File: config.mk
export PLATFORM = sky130hd
export DESIGN_NAME = output_streamer
export DESIGN_NICKNAME = d
export VERILOG_FILES = /design/src/rtl/output_streamer.sv
export SDC_FILE = /design/constraint.sdc
export NUM_CORES = 1
export LEC_CHECK = 0
export CAP_MARGIN = 20
export CORE_MARGIN = 5
export CORE_UTILIZATION = 45
export CTS_BUF_LIST = sky130_fd_sc_hd__clkbuf_16
export DETAILED_ROUTE_END_ITERATION = 10
export PLACE_DENSITY_LB_ADDON = 0.15
export RECOVER_POWER = 50
export SYNTH_ARGS = -nofsm -noshare
export SYNTH_HDL_FRONTEND = slang
export SYNTH_SLANG_ARGS = --single-unit
File: constraint.sdc
create_clock -name clk -period 2.55 [get_ports clk]
set_clock_uncertainty 0.1 [all_clocks]
set_input_delay 0.51 -clock clk [delete_from_list [all_inputs] [get_ports clk]]
set_output_delay 0.51 -clock clk [all_outputs]
set_load 0.02 [all_outputs]
File: src/rtl/output_streamer.sv
// output_streamer: walks a slot range of the output register file and streams each 16-bit word as two bytes, high first.
// Optional OUTPUT_STREAMER_CHECKSUM_EN appends an XOR checksum byte after the last word.
module output_streamer #(
    parameter int ADDR_W = 5
) (
    input  logic              clk,
    input  logic              rst,
    input  logic              start,
    input  logic [ADDR_W-1:0] first_index,
    input  logic [ADDR_W-1:0] last_index,
    output logic [ADDR_W-1:0] rd_index,
    input  logic [15:0]       rd_value,
    output logic [7:0]        tx_data,
    output logic              tx_valid,
    input  logic              tx_ready,
    output logic              busy,
    output logic              done
);
`ifdef OUTPUT_STREAMER_CHECKSUM_EN
    typedef enum logic [2:0] {IDLE, FETCH, SEND_HI, SEND_LO, CHK, DONE} state_t;
    logic [7:0] chk;
`else
    typedef enum logic [2:0] {IDLE, FETCH, SEND_HI, SEND_LO, DONE} state_t;
`endif
    state_t            state;
    logic [ADDR_W-1:0] cur;
    logic [ADDR_W-1:0] last;
    logic [15:0]       word;

    assign rd_index = cur;

    // tx_data/tx_valid are loaded one state ahead so they never depend on tx_ready combinationally
    always_ff @(posedge clk) begin
        if (rst) begin
            state    <= IDLE;
            cur      <= '0;
            last     <= '0;
            word     <= '0;
            tx_data  <= '0;
            tx_valid <= 1'b0;
            busy     <= 1'b0;
            done     <= 1'b0;
`ifdef OUTPUT_STREAMER_CHECKSUM_EN
            chk      <= '0;
`endif
        end else begin
            done <= 1'b0;
            case (state)
                IDLE: if (start) begin
                    cur   <= first_index;
                    last  <= last_index;
                    busy  <= 1'b1;
                    state <= FETCH;
`ifdef OUTPUT_STREAMER_CHECKSUM_EN
                    chk   <= '0;
`endif
                end
                FETCH: begin
                    word     <= rd_value;
                    tx_data  <= rd_value[15:8];
                    tx_valid <= 1'b1;
                    state    <= SEND_HI;
                end
                SEND_HI: if (tx_ready) begin
                    tx_data <= word[7:0];
                    state   <= SEND_LO;
`ifdef OUTPUT_STREAMER_CHECKSUM_EN
                    chk     <= chk ^ word[15:8];
`endif
                end
                SEND_LO: if (tx_ready) begin
`ifdef OUTPUT_STREAMER_CHECKSUM_EN
                    chk <= chk ^ word[7:0];
`endif
                    if (cur == last) begin
`ifdef OUTPUT_STREAMER_CHECKSUM_EN
                        tx_data <= chk ^ word[7:0];
                        state   <= CHK;
`else
                        tx_valid <= 1'b0;
                        done     <= 1'b1;
                        state    <= DONE;
`endif
                    end else begin
                        cur      <= cur + 1'b1;
                        tx_valid <= 1'b0;
                        state    <= FETCH;
                    end
                end
`ifdef OUTPUT_STREAMER_CHECKSUM_EN
                CHK: if (tx_ready) begin
                    tx_valid <= 1'b0;
                    done     <= 1'b1;
                    state    <= DONE;
                end
`endif
                DONE: begin
                    busy  <= 1'b0;
                    state <= IDLE;
                end
                default: state <= IDLE;
            endcase
        end
    end
endmodule

After elaboration in Yosys (flattened, before gate mapping)
Index checks and enable logic that the tools add are counted.
Widths: inputs -> output; s select.
{ "totals": {"out_inout_bits": 16, "ff_bits": 32, "elab_cells": 48, "in_bits": 30} }
{ "op_classes": {"eq_ne": 9, "mux": 16, "n_reduce_logical": 12, "addsub": 1, "bitwise": 2} }
{ "op_table": {"columns": ["op", "count"], "rows": [
  ["$pmux 8 s2", 1],
  ["$mux 5", 3],
  ["$mux 3", 4],
  ["$pmux 3 s4", 1],
  ["$pmux 5 s2", 1],
  ["$mux 8", 1],
  ["$ne 2x2->1 const B", 4],
  ["$reduce_and 2->1", 4],
  ["$reduce_bool 2->1", 4],
  ["$eq 3x2->1 const B", 2],
  ["$add 5x1->5 const B", 1],
  ["$eq 5x5->1", 1],
  ["$pmux 1 s2", 2],
  ["$reduce_and 4->1", 1],
  ["$eq 3x1->1 const B", 1],
  ["$eq 3x3->1 const B", 1],
  ["$logic_not 3->1", 1],
  ["$mux 1", 3],
  ["$reduce_and 3->1", 1],
  ["$reduce_or 3->1", 1],
  ["$not 1->1", 2]
]} }

Logic depth before layout (Yosys ltp)
{ "logic_depth": {"ltp_word": 4, "mapped_depth": 8, "ltp_nobuf": 6} }

Worst setup path after synthesis
No wires, ideal clock.
{ "synth_timing": {"kind": "input port to flip-flop", "from": "input start", "to": "register cur[0] (netlist: rd_index[0])", "setup_slack_ps": 680, "required_time_ps": 2376, "cell_stages": 6, "setup_ps": 74, "n_path_buf": 1, "arrival_ps": 1695, "path_cell_list": "or3b_4 > buf_6 > a21oi_4 > o31ai_2 > or3_1 > a31oi_1"} }
{ "synth_between": {"elab_chain_len": 2} }
{ "synth_rtl": {"columns": ["element", "line", "text"], "rows": [
  ["start, declared", "8", "input logic start,"],
  ["$ne 2x2->1 (no source line)", null, null],
  ["$reduce_and 4->1 (no source line)", null, null],
  ["end signal, assigned", "50", "cur <= first_index;"],
  ["end signal, assigned", "85", "cur <= cur + 1'b1;"],
  ["end, declared", "26", "logic [ADDR_W-1:0] cur;"]
]} }
Every way passes these cells.
A chain may end at the register's enable or synchronous reset.

Worst setup path after layout
Ends and elaborated chain as after synthesis.

==> metrics.md <==
| Metric | Value |
|---|---|
| Starting density of the core | 47.4% |
| Worst R2R Setup Slack | 0.60 ns |
| Min-delay worst type | reg2reg |
| Max VDD drop | 0.000452 V |
| Setup tns final | 0 ns |
| GPL Wtd Cong | 0.843 |
| Post-synthesis register bit count | 32 |
| Dominant cell type by area after synthesis | dfxtp_1 |
| Post-DP Area | 1950 µm² |
| Worst r2r src | state[0]$_SDFFE_PP0P_ |
| Layout area overhead | 42.4% |
| Hold WS | 0.365 ns |
| Vias in the first global route | 1342 |
| Most common cell after layout, fill and taps aside | clkdlybuf4s50_1 |
| CTS Hold Buffers Added | 0 |
| Final max-slew violation count | 0 |
| Worst slew margin | 59.9% |
| IO Port Bufs | 45 |
| Final instance area | 2080 µm² |
| Area contributors post-synth | dfxtp_1 (44%), mux2i_1 (12%), nor2_1 (7.5%) |
| Worst r2r dst | rd_index[0]$_SDFFE_PP0P_ |
| Fillers | 261 |
| Main flop type after synthesis | dfxtp_1 |
| Clk slew on worst S/H paths | 0.05 ns |
| Total Nets Final | 246 |
| Fmax | 0.448 GHz |
| Critical path type | in2reg |
| Cell Pwr Density | 675 nW/µm² |
| Pre-antenna DRT Iters | 4 |
| Sequential cell area fraction in the yosys report | 43.9% |
| CTS buffer count | 5 |
| Total power | 1.40 mW |
| Syn_area_per_cell | 8.64 µm² |
| Hold path start | busy$_SDFFE_PP0P_ |
| DR vias/cell | 5.12 |
| Initial DRC count | 77 |
| Critical Path RT | 2.65 ns |
| CTS H-tree lvls | 2 |
| Post-synth top area share | 43.9% |
| CORE AREA | 3080 µm² |
| WHS Endpoint | busy$_SDFFE_PP0P_ |
| Fraction of layout cells with a size suffix above 1 | 6.02% |
| Worst Path Max Fanout | 9 |
| Syn nets | 200 |
| Fin crit share | 87.5% |
| Die area | 4480 µm² |
| Detail Route Antenna Nets | 0 |
| Tmin final | 2.23 ns |
| Global-route wire length before repair | 5940 µm |
| Die Wd | 67.0 µm |
| Dpl ws | 0.144 ns |
| Critical Path Sink Type | flip-flop |
| Leading cell types in the layout, fill and taps excluded | clkdlybuf4s50_1 (34), dfxtp_1 (32), nor2_1 (29) |
| Number of remaining DRC errors | 0 |
| Root Buffer | clkbuf_16 |
| DPL Wire Length | 2580 µm |
| Clock sinks | 32 |
| Largest net degree at the start of global routing | 17 |
| Count of cell types in the netlist | 32 |
| Initial antenna violation count | 0 |
| Wire per inst | 13.1 µm |
| Die height | 67.0 µm |
| CTS tree | done |
| Status | finished, final reports clean |
| Clock Latency Late Sink | 0.27 ns |
| Arr. time, crit path | 2.33 ns |
| GRT Total Usage | 17.5% |
| Post-synth ARST share | 0% |
| Synth warn | 0 |
| Max Cap Viol | 0 |
| WHS Path Cells | 2 |
| Total grt overflow | 0 |
| IO Count | 46 |
| Final setup violation count | 0 |
| CTS resizes | 0 |
| Detailed-route via count | 1331 |
| Critical Path Source Type | primary input |
| Setup Fix Bufs, Post-CTS | 0 |
| Clock Path Buffers | 2 |
| Worst-Margin Slew | 0.597 ns |
| Antenna cell count | 0 |
| Hold Fails Final Rpt | 0 |
| # rows | 20 |
| Cell Area, Synth | 1460 µm² |
| Post-synth EDFFs | 0 |
| Worst setup margin | 0.319 ns |
| Leakage | 0.797 nW |
| Final WL | 3420 µm |
| Worst r2r path cells | 5 |
| RSZ-0062 raised after global routing | no |
| Syn Inst Count | 169 |
[kinds of logic after synthesis]
kind of cell	after synthesis	share of synthesized area [%]
AOI/OAI and AO/OA	36	14.2
xor gates and xnor gates	5	3.00
adders and majority gates	1	0.857
buffers and inverters	13	4.88
DFF	32	43.9
muxes	18	12.3
and+or+nand+nor	64	20.8
[per-layer routing]
metal | share of wire, % | routed length [µm] | track usage, % | up-vias
met5 | 0 | 0 | 0 | -
met4 | 2.3 | 80 | 8.86 | 0
met3 | 5.6 | 192 | 5.23 | 10
met2 | 47 | 1610 | 26.2 | 39
met1 | 45 | 1540 | 22.4 | 607
li1 | - | - | - | 675
[cells in the mapped netlist, types with 2 or more instances]
library cell,number
buf_2,3
nor4_1,2
or2_0,2
mux2i_1,18
nand3_1,5
nand2_1,12
nor2_1,29
and2_1,2
clkbuf_1,6
nor3_1,2
a21oi_1,21
nor3b_1,3
buf_6,2
dfxtp_1,32
xnor2_1,5
o21ai_0,9
[power breakdown]
group / leakage [nW] / total [mW] / switching, mW / internal, mW
clock: 0.0738 / 0.538 / 0.189 / 0.350
sequential: 0.262 / 0.576 / 0.0346 / 0.541
combinational: 0.461 / 0.289 / 0.143 / 0.146
[critical path, cell delays in order]
cell	delay [ns]
clkdlybuf4s50_1	0.47
or3b_1	0.50
a21oi_4	0.19
o31ai_2	0.16
or3_1	0.34
a31oi_1	0.15
[per-stage QoR]
stage,utilization [%],cells
2_1_floorplan,-,169
3_3_place_gp,63.5,252
3_5_place_dp,63.5,252
4_1_cts,67.9,260
5_1_grt,67.6,260
6_report,67.6,260
[flip-flops by register name, indices dropped and copies added (netlist names)]
register  flops
state         3
done          1
busy          1
word          8
tx_valid      1
rd_index      5
tx_data       8
last          5
[layout make-up]
class                   count  area, µm²  share of cell area, %
well taps                  44       55.1                   2.65
repair buffers             51        488                   23.5
inverters                   1       3.75                  0.181
flip-flops and latches     32        641                   30.8
clock buffers               5        125                   6.02
clock inverters             3       11.3                  0.542
multi-input cells         124        756                   36.3
[worst max path at each step]
stage,startpoint,end,slack [ns],cells past startpoint
6_report,start,rd_index[0]$_SDFFE_PP0P_,0.32,6
4_1_cts,start,rd_index[0]$_SDFFE_PP0P_,0.42,6
3_3_place_gp,start,rd_index[0]$_SDFFE_PP0P_,0.19,6
3_5_place_dp,start,rd_index[0]$_SDFFE_PP0P_,0.14,6
2_1_floorplan,start,rd_index[0]$_SDFFE_PP0P_,0.68,6
5_1_grt,start,rd_index[0]$_SDFFE_PP0P_,0.21,6
No activity file was read; power rests on OpenSTA's default activity.
==> edit 1, RTL diff (same settings) <==
The 5 states of `state_t` get a one-hot encoding in 5 bits.
--- a/src/rtl/output_streamer.sv
+++ b/src/rtl/output_streamer.sv
@@ -20,7 +20,7 @@
     typedef enum logic [2:0] {IDLE, FETCH, SEND_HI, SEND_LO, CHK, DONE} state_t;
     logic [7:0] chk;
 `else
-    typedef enum logic [2:0] {IDLE, FETCH, SEND_HI, SEND_LO, DONE} state_t;
+    typedef enum logic [4:0] {IDLE = 5'b00001, FETCH = 5'b00010, SEND_HI = 5'b00100, SEND_LO = 5'b01000, DONE = 5'b10000} state_t;
 `endif
     state_t            state;
     logic [ADDR_W-1:0] cur;
Function: same outputs for any inputs over 10 cycles, from zero or initial values and one cycle with rst high; not proved beyond that.
==> edit 1 against the original RTL <==
Power increased by 11%. Wire length increased by 6.9%. Sequential power increased by 1%. Area after synthesis increased by 6.1%. Final cell count increased by 3.8%. Worst setup slack improved by 0.13 ns. Cell area increased by 6.3%. Clock power increased by 42%. Critical path type is now reg2reg. Sequential cell count increased by 2. Highest routed layer unchanged.
==> edit 1: results (changes against the original RTL) <==
[final_layout]
largest_registers = tx_data x8, word x8  ; unchanged
fill_cells = 296  ; was 261
n_antenna_cell = 0  ; unchanged
drive_gt1_share_pct = 9.82  ; was 6.02%
nets = 254  ; was 246

[clocking]
cts_max_level = 2  ; unchanged
clock_latency_ns = 0.28
path_clk_slew_ns = 0.05  ; about the same
cts_root_buffer = clkbuf_16  ; unchanged
cts_resized = 0  ; unchanged
cts_buffer_depth = 2  ; unchanged
cts_setup_buffers = 0  ; unchanged

[power]
p_leak_nw = 0.865  ; was 0.797 nW
p_sw_share_pct = 21.4  ; was 26.1%
peakVddDrop_v = 0.000470  ; was 0.000452 V

[status]
status = complete, no violations  ; unchanged

[worst_setup_path]
reg2reg_slack_ns = 0.45  ; was 0.60 ns
r2r-end = tx_data[3]$_SDFFE_PP0P_  ; was rd_index[0]$_SDFFE_PP0P_
cpPeakStageDelay_ns = 0.72  ; was 0.50 ns
arrival_ns = 2.20  ; was 2.33 ns
slowest_stage = or4b_1  ; was or3b_1
r2r-start = state[2]$_SDFFE_PP0P_  ; was state[0]$_SDFFE_PP0P_
critPathTopFamily = simple AND/OR/NAND/NOR gates  ; unchanged
cp_max_fo = 16  ; was 9

[synth]
synth.area.mux_share_pct = 6.54  ; was 12.3%
synthAdderAreaFrac_pct = 0.808  ; was 0.857%
synth_common_cells = dfxtp_1, nand2_1, a21oi_1, nor2_1  ; was dfxtp_1, nor2_1, a21oi_1, mux2i_1, nand2_1
synth-compound-area-share_pct = 18.0  ; was 14.2%
ys_types = 39  ; was 32
yosysSeqAreaShare_pct = 43.9  ; about the same
yosys-top-cells-area = dfxtp_1, a21oi_1, nand2_1  ; was dfxtp_1, mux2i_1, nor2_1
synth_xor_area_share_pct = 2.83  ; was 3.00%
synth_nets = 208  ; was 200
synth_warnings = 0  ; unchanged

[worst_hold_path]
hold_end = word[3]$_SDFFE_PP0P_  ; was busy$_SDFFE_PP0P_
hold_path.startpoint = word[3]$_SDFFE_PP0P_  ; was busy$_SDFFE_PP0P_
min_path_cells = 2  ; unchanged
hp-class = reg2reg  ; unchanged

[placement]
dp_hpwl_mm = 2.73  ; was 2.58 mm
port_buffers = 45  ; unchanged
gp_congestion = 0.801  ; was 0.843

[global_route]
grt_pass1_wl_mm = 5.70  ; was 5.94 mm
grt_max_degree = 20  ; was 17
grt_usage_pct = 16.5  ; was 17.5%
first_global_vias = 1291  ; was 1342

[routing]
viasPerCell = 5.27  ; was 5.12
dr.pass1.iters = 5  ; was 4
drt_iter0_drc = 82  ; was 77
wire_per_inst_microns = 13.5  ; was 13.1 microns

[timing]
whs_ns = 0.354  ; was 0.365 ns
maxSlewHeadroom_pct = 50.4  ; was 59.9%

edit 1: cell count changes after synthesis, moves of 3 or more:
cell / delta
nor2_1: -13
nand2_1: +13
a211oi_2: +3
nand3_1: +4
mux2i_1: -9
a211oi_1: +6
o21ai_0: -7
edit 1: metal layers:
metal | routed length, microns | global-route usage [%]
met3 | 227 | 6.16
met5 | 0 | 0
met1 | 1590 | 20.2
met2 | 1790 | 26.3
met4 | 46 | 5.96
edit 1: cell families after synthesis:
logic type / count (synthesis)
compound gates: 41
xor+xnor: 5
fa+ha+maj: 1
buf+inv: 14
flops: 34
mux: 10
simple gates: 72
edit 1: how the worst max path moves through the flow:
stage | cells past startpoint | from | end
after detailed placement | 6 | tx_ready | rd_index[0]$_SDFFE_PP0P_
after CTS | 1 | rd_index[0]$_SDFFE_PP0P_ | rd_index[0]
after global routing | 5 | state[2]$_SDFFE_PP0P_ | tx_data[7]$_SDFFE_PP0P_
after global placement | 6 | start | rd_index[0]$_SDFFE_PP0P_
after floorplan | 6 | start | rd_index[0]$_SDFFE_PP0P_
final | 5 | state[2]$_SDFFE_PP0P_ | tx_data[3]$_SDFFE_PP0P_
edit 1: final cells by class:
cell class	count	area [sq um]	share of cell area (%)
multi-input combinational	129	791	35.8
sequential	34	681	30.8
timing repair buffer	49	477	21.6
clock buffer	5	125	5.66
clock inverter	3	63.8	2.89
tap	46	57.6	2.60
inverter	4	16.3	0.736
edit 1: worst min-delay path: cells and delay by family (launching register included):
kind | cells | cell delay (ns)
compound gates | 1 | 0.05
flops | 1 | 0.30
simple gates | 1 | 0.05
edit 1: per-stage QoR:
stage	worst slack [ns]	instances	instance area (sq um)
CTS	0.541	270	2230
global placement	0.342	262	2040
finish	0.446	270	2210
global route	0.265	270	2210
detailed placement	0.289	262	2040
floorplan	0.670	177	1550
edit 1: power by group through the flow:
| stage | Sequential, mW | Clock, mW | Combinational, mW |
|---|---|---|---|
| 2_1_floorplan | 0.609 | 0 | 0.102 |
| 3_3_place_gp | 0.595 | 0 | 0.210 |
| 3_5_place_dp | 0.596 | 0 | 0.214 |
| 4_1_cts | 0.585 | 0.777 | 0.216 |
| 5_1_grt | 0.587 | 0.798 | 0.228 |
| 6_report | 0.584 | 0.766 | 0.208 |
==> edit 2, RTL diff (config.mk and constraints unchanged) <==
Without the edit above. Add a define of `OUTPUT_STREAMER_CHECKSUM_EN`.
--- a/src/rtl/output_streamer.sv
+++ b/src/rtl/output_streamer.sv
@@ -1,5 +1,7 @@
 // output_streamer: walks a slot range of the output register file and streams each 16-bit word as two bytes, high first.
 // Optional OUTPUT_STREAMER_CHECKSUM_EN appends an XOR checksum byte after the last word.
+`define OUTPUT_STREAMER_CHECKSUM_EN
+
 module output_streamer #(
     parameter int ADDR_W = 5
 ) (
Behaviour: not the same (Yosys sat finds a counterexample within 10 cycles, from zero or initial values and one cycle with rst high).
==> edit 2 against the original RTL <==
Via count up 68%. Cell area grew 49%. Fmax grew 3.5%. Count of clock-buffer cells in the layout stayed put. Power increased by 48%. Worst setup slack improved by 0.076 ns. Register-to-register slack got worse by 0.03 ns. Global-route usage fell by 0.77 points. Area after synthesis grew 67%. Clock power is 14% higher. Combinational power up 96%. Wire length grew 71%. Sequential cell count rose by 16.
==> edit 2: results (changes against the original RTL) <==
[status]
status = complete, no violations  ; unchanged

[synth]
synth.most_common_cell = nand2_1  ; was dfxtp_1
synth_nets = 328  ; was 200
yosysSeqAreaShare_pct = 39.4  ; was 43.9%
synth_common_cells = nand2_1, dfxtp_1, nor2_1, a21oi_1, mux2i_1  ; was dfxtp_1, nor2_1, a21oi_1, mux2i_1, nand2_1
ys_types = 42  ; was 32
syn_area_per_cell_sq_um = 8.20  ; was 8.64 sq um

[final_layout]
nets = 371  ; was 246
largest_registers = word x16, chk x8, tx_data x8  ; was tx_data x8, word x8
drive_gt1_share_pct = 5.59  ; was 6.02%
stdcell_count = 410  ; was 260

[routing]
met1_length_mm = 2.68  ; was 1.54 mm
drt_iter0_drc = 101  ; was 77
via_count = 2238  ; was 1331
wl_met2_mm = 2.78  ; was 1.61 mm

[power]
peakVddDrop_v = 0.000580  ; was 0.000452 V
p_leak_nw = 1.17  ; was 0.797 nW

[worst_setup_path]
cp_max_fo = 48  ; was 9
arrival_ns = 2.22  ; was 2.33 ns

[global_route]
first_global_vias = 2073  ; was 1342
grt_usage_pct = 16.7  ; was 17.5%
grt_pass1_wl_mm = 9.76  ; was 5.94 mm

[placement]
gp_congestion = 0.783  ; was 0.843
dp.cells = 403  ; was 252
dp_slack_ns = 0.295  ; was 0.144 ns

[timing]
tightest_slew_ns = 0.986  ; was 0.597 ns

-- edit 2: cell families after synthesis --
kind of cell	after synthesis	share of synthesized area (%)
DFF	48	39.4
muxes	20	8.22
buffers and inverters	21	3.80
xor gates and xnor gates	13	4.67
adders and majority gates	1	0.514
AOI/OAI and AO/OA	68	19.7
and+or+nand+nor	126	23.7
-- edit 2: final timing paths --
kind                              start                       end  slack, ns  depth (start not counted)
setup reg to reg  state[1]$_SDFFE_PP0P_   tx_data[4]$_SDFFE_PP0P_       0.57                          4
hold reg to reg    word[9]$_SDFFE_PP0P_      word[9]$_SDFFE_PP0P_       0.36                          2
hold / removal     word[9]$_SDFFE_PP0P_      word[9]$_SDFFE_PP0P_       0.36                          2
setup / recovery                    rst  rd_index[4]$_SDFFE_PP0P_       0.40                          4
-- edit 2: per-layer routing --
| layer | global-route usage [%] | vias up |
|---|---|---|
| li1 | - | 1134 |
| met4 | 3.51 | 0 |
| met5 | 0 | - |
| met3 | 4.05 | 5 |
| met1 | 22.1 | 1047 |
| met2 | 27.5 | 52 |
-- edit 2: final cells by class --
type	count	area, sq um
Fill cell	489	2080
Inverter	2	7.51
Clock inverter	2	8.76
Timing Repair Buffer	55	519
Tap cell	70	87.6
Clock buffer	5	125
Sequential cell	48	961
Multi-Input combinational cell	228	1380
-- edit 2: critical path: stages --
cell and delay (ns):
clkdlybuf4s50_1 0.47, clkbuf_2 0.74, a2111oi_0 0.17, a311o_1 0.32
-- edit 2: through the flow --
stage,utilization [%],area [sq um]
finish,59.8,3090
global route,59.8,3090
CTS,60.1,3110
detailed placement,57.5,2980
global placement,57.5,2980
floorplan,-,2440
-- edit 2: power breakdown --
part | switching (mW) | internal (mW)
combinational | 0.316 | 0.249
clock | 0.262 | 0.352
sequential | 0.0697 | 0.826
total | 0.648 | 1.43
